===== src/rtl/uart_tx.sv =====
// uart_tx: serial transmitter for the APB UART.
// Sends start bit, 8 data bits LSB first, optional parity bit and one stop bit.
// Every output is a register loaded from next-state values, so txd never glitches.
module uart_tx #(
    parameter int CLOCK_RATE = 100000000,
    parameter int BAUD_RATE  = 9600,
    parameter int PARITY_EN  = 0,
    parameter int PARITY_ODD = 0
) (
    input  logic       clk,
    input  logic       rst_n,
    input  logic       tx_enable,
    input  logic       tx_start,
    input  logic [7:0] tx_data_in,
    output logic       tx_data_out,
    output logic       busy,
    output logic       done
);

    // Clock cycles per bit; must be at least 2.
    localparam int DIV   = CLOCK_RATE / BAUD_RATE;
    localparam int CNT_W = $clog2(DIV);
    localparam logic [CNT_W-1:0] CNT_LAST = CNT_W'(DIV - 1);

    typedef enum logic [2:0] {
        IDLE,
        START,
        DATA,
        PARITY,
        STOP
    } state_t;

    state_t           state, state_nxt;
    logic [CNT_W-1:0] cnt, cnt_nxt;
    logic [2:0]       idx, idx_nxt;
    logic [7:0]       shreg, shreg_nxt;
    logic             par, par_nxt;
    logic             txd_nxt;
    logic             busy_nxt;
    logic             done_nxt;
    logic             bit_end;

    // Parity over the byte; odd sense inverts the even result.
    function automatic logic calc_parity(input logic [7:0] d);
        return (^d) ^ (PARITY_ODD != 0);
    endfunction

    assign bit_end = (cnt == CNT_LAST);

    // State, timing and datapath registers; reset takes priority and aborts any frame.
    always_ff @(posedge clk) begin
        if (!rst_n) begin
            state       <= IDLE;
            cnt         <= '0;
            idx         <= '0;
            shreg       <= '0;
            par         <= 1'b0;
            tx_data_out <= 1'b1;
            busy        <= 1'b0;
            done        <= 1'b0;
        end else begin
            state       <= state_nxt;
            cnt         <= cnt_nxt;
            idx         <= idx_nxt;
            shreg       <= shreg_nxt;
            par         <= par_nxt;
            tx_data_out <= txd_nxt;
            busy        <= busy_nxt;
            done        <= done_nxt;
        end
    end

    // Next-state logic; outputs are derived from the next state so they line up with it.
    always_comb begin
        state_nxt = state;
        cnt_nxt   = cnt;
        idx_nxt   = idx;
        shreg_nxt = shreg;
        par_nxt   = par;
        done_nxt  = 1'b0;
        txd_nxt   = 1'b1;

        if (state != IDLE) begin
            cnt_nxt = bit_end ? '0 : cnt + CNT_W'(1);
        end

        case (state)
            IDLE: begin
                // Requests are only looked at here; anything during a frame is dropped.
                if (tx_start && tx_enable) begin
                    shreg_nxt = tx_data_in;
                    par_nxt   = calc_parity(tx_data_in);
                    cnt_nxt   = '0;
                    idx_nxt   = '0;
                    state_nxt = START;
                end
            end
            START: begin
                if (bit_end) begin
                    idx_nxt   = '0;
                    state_nxt = DATA;
                end
            end
            DATA: begin
                if (bit_end) begin
                    if (idx == 3'd7) begin
                        state_nxt = (PARITY_EN != 0) ? PARITY : STOP;
                    end else begin
                        idx_nxt = idx + 3'd1;
                    end
                end
            end
            PARITY: begin
                if (bit_end) begin
                    state_nxt = STOP;
                end
            end
            STOP: begin
                if (bit_end) begin
                    state_nxt = IDLE;
                    done_nxt  = 1'b1;
                end
            end
            default: begin
                state_nxt = IDLE;
            end
        endcase

        case (state_nxt)
            START:   txd_nxt = 1'b0;
            DATA:    txd_nxt = shreg_nxt[idx_nxt];
            PARITY:  txd_nxt = par_nxt;
            default: txd_nxt = 1'b1;
        endcase

        busy_nxt = (state_nxt != IDLE);
    end

endmodule


===== config.mk =====
export PLATFORM = sky130hd
export DESIGN_NAME = uart_tx
export DESIGN_NICKNAME = d
export VERILOG_FILES = /design/src/rtl/uart_tx.sv
export SDC_FILE = /design/constraint.sdc
export NUM_CORES = 1
export LEC_CHECK = 0
export CORE_MARGIN = 2
export CORE_UTILIZATION = 51
export CTS_BUF_LIST = sky130_fd_sc_hd__clkbuf_8 sky130_fd_sc_hd__clkbuf_16
export DETAILED_ROUTE_END_ITERATION = 8
export MAX_ROUTING_LAYER = met4
export PLACE_DENSITY = 0.72
export REMOVE_ABC_BUFFERS = 1
export SKIP_CTS_REPAIR_TIMING = 1
export SLEW_MARGIN = 20
export SYNTH_ARGS = -nofsm -noshare
export SYNTH_HDL_FRONTEND = slang
export SYNTH_SLANG_ARGS = --single-unit

===== constraint.sdc =====
create_clock -name clk -period 2.2 [get_ports clk]
set_input_delay 0.22 -clock clk [delete_from_list [all_inputs] [get_ports clk]]
set_output_delay 0.22 -clock clk [all_outputs]
set_load 0.03 [all_outputs]

==> out/results.ini <==
[placement]
dp_hpwl_um=3020
dpl.cell_count=276
finalWeightedCongestion=0.882
io_buffers=14

[synthesis]
synth_cell_types=45
synth-edff-count=0
async_flop_share_pct=0
syn_area_mm2=0.00164
syn_area_per_cell_um2=8.26
synth_ff_type=dfxtp_1
syn_inst=199
ys_warn_count=0
ys_seq_elements=32
seq_area_frac_synth_pct=39.0

[critical_path]
regToRegSetupSlack_ns=-0.12
start_kind=flip-flop
worstReg2RegStart=cnt[6]$_SDFF_PN0_
critical_path_required_ns=2.38
worstPathArrival_ns=2.50
slowest_delay_ns=0.58
crit_family=simple AND/OR/NAND/NOR gates
r2r_end=tx_data_out$_SDFF_PN1_
critPathCaptureType=flip-flop
reg2regPathDepth=7
cp_num_buf_inv=0
critPathKind=reg2reg
cp_cell_sequence=or4b_4 -> or4_4 -> o31ai_4 -> o2bb2ai_4 -> nand3b_1 -> a211oi_2 -> a211oi_2
critPathMostFrequentCell=a211oi_2
crit_slowest_cell=or4_4
critPathMaxFanout=5

[sta]
slew_headroom_pct=66.6
period_share_pct=106
worst_slack_ns=-0.121
period_needed_ns=2.32
fmaxAchievable_mhz=431
setup_tns_ns=-0.236
hold_viol_final=0
finalSetupViolations=2
skew_ns=0.00545
rsz0062_at_grt=yes
drv_slew=0
worstMarginPinSlew_ns=0.495

[clock_network]
cts_inserted_buffers=5
ctsRootBufferMaster=clkbuf_8
clock-sinks=32
cts_htree_levels=2
clkTransAtPathRegs_ns=0.07
cts_tree=yes
cts.path.max_buffers=2
insertion_delay_ns=0.28

[floorplanning]
die_w_um=60.8
initial_core_util_pct=53.8
io_pins=15
die_y_um=60.8
floorplan.die_area_mm2=0.00369
row_count=20
coreArea_mm2=0.00305

[grt]
antenna_found_initial=0
first_global_vias=1488
grt_pass1_wl_um=6890
grt_use_total_pct=26.3
grt-ovfl-total=0
grt_max_degree=17

[drt]
drtIter0Drc=67
wl_met1_um=1830
wl_um=4150
wire_per_inst_um=14.5
first_pass_iters=5
drcViolationCount=0
top_layer_used=met4
wl_met3_um=204
antenna_left=0
vias=1586
wl_met2_um=2050
viasPerCell=5.56

[pwr]
ir_worst_vdd_v=0.000403
leakage_uw=0.000812
power.density_mw_per_mm2=623

[final_layout]
syn_to_final_growth_pct=32.4
n_antenna_cell=0
fillers=240
drive_above_1_share_pct=19.9
final_core_util_pct=71.3
nNetsFinal=254
layoutNonFillerInstCount=285

[hold_path]
min_to=shreg[4]$_SDFF_PN0_
whs_path_depth=2
hp-start=shreg[4]$_SDFF_PN0_
min_path_type=reg2reg

[job]
drv_cap=0

[status]
status=complete, but fails checks
violations=setup timing

==> placed cells by master, fill, tap and decap left out, types with 2 or more instances in the layout <==
master           instances
a211oi_2                 3
o21ai_0                  3
nand3_1                 13
clkdlybuf4s50_1         14
dfxtp_1                 31
nand2_1                 32
and3_1                   3
or3_1                    2
and2_1                   3
clkbuf_8                 7
a32o_1                   2
xnor2_1                 10
xor2_1                   9
a31oi_1                  4
nor2_1                  30
nor3_1                   2
a21oi_1                 13
buf_4                   27
nand3b_1                 3
ha_1                     2
==> per-layer routing <==
metal / up-vias / track usage (%)
met5: - / -
met1: 751 / 32.0
met4: 0 / 6.21
met3: 10 / 7.04
li1: 778 / -
met2: 47 / 43.3
==> worst max-delay path by stage <==
stage	start	end	cells past startpoint	slack (ns)
after floorplan	cnt[4]$_SDFF_PN0_	tx_data_out$_SDFF_PN1_	7	-0.59
after global placement	tx_start	tx_data_out$_SDFF_PN1_	8	-0.06
after global routing	cnt[6]$_SDFF_PN0_	tx_data_out$_SDFF_PN1_	7	-0.21
after CTS	cnt[4]$_SDFF_PN0_	tx_data_out$_SDFF_PN1_	8	-0.14
after detailed placement	tx_start	tx_data_out$_SDFF_PN1_	8	-0.12
final	cnt[6]$_SDFF_PN0_	tx_data_out$_SDFF_PN1_	7	-0.12
==> where the power goes <==
part | switching (µW) | total (µW) | internal, µW
logic | 73.6 | 139 | 65.6
registers | 9.87 | 604 | 594
clock network | 214 | 613 | 399
==> logic make-up after synthesis <==
| family | after synthesis | share of synthesized area [%] |
|---|---|---|
| and+or+nand+nor | 97 | 28.4 |
| AOI/OAI and AO/OA | 39 | 17.6 |
| DFF | 32 | 39.0 |
| xor gates and xnor gates | 19 | 10.1 |
| buffers and inverters | 9 | 2.66 |
| adders and majority gates | 2 | 1.52 |
| muxes | 1 | 0.685 |
==> Yosys cell counts (4+ instances only) <==
cell type,instances,area (µm²)
nand3_1,13,65.1
xnor2_1,10,87.6
a21oi_1,13,65.1
nor2_1,30,113
a31oi_1,5,31.3
nand2_1,32,120
dfxtp_1,32,641
clkbuf_1,4,15.0
xor2_1,9,78.8
==> through the flow <==
stage	area (µm²)	worst slack [ns]	hold WS (ns)	power (µW)
6_report	2180	-0.121	0.465	1360
4_1_cts	2120	-0.139	0.468	1360
2_1_floorplan	1610	-0.590	0.342	688
5_1_grt	2180	-0.210	0.493	1410
3_3_place_gp	2000	-0.0640	0.453	747
3_5_place_dp	2000	-0.119	0.458	751
==> cell type report <==
cell class / instances / area, µm² / share of cell area (%)
clock buffers: 7 / 96.3 / 4.43
clock inverters: 1 / 30.0 / 1.38
inverters: 2 / 7.51 / 0.345
multi-input cells: 158 / 1000 / 46.1
flip-flops and latches: 32 / 642 / 29.5
well taps: 44 / 55.1 / 2.53
repair buffers: 41 / 343 / 15.8
==> worst reg2reg max path, cell delays in order (launching register included) <==
cell	delay [ns]
dfxtp_2	0.32
or4b_4	0.55
or4_4	0.58
o31ai_4	0.24
o2bb2ai_4	0.10
nand3b_1	0.19
a211oi_2	0.21
a211oi_2	0.05
==> flip-flops by register name, summed over array words and instances (netlist names) <==
| signal | count |
|---|---|
| shreg | 8 |
| state | 3 |
| busy | 1 |
| par | 1 |
| idx | 3 |
| tx_data_out | 1 |
| cnt | 14 |
| done | 1 |
No activity file was read; power rests on OpenSTA's default activity.
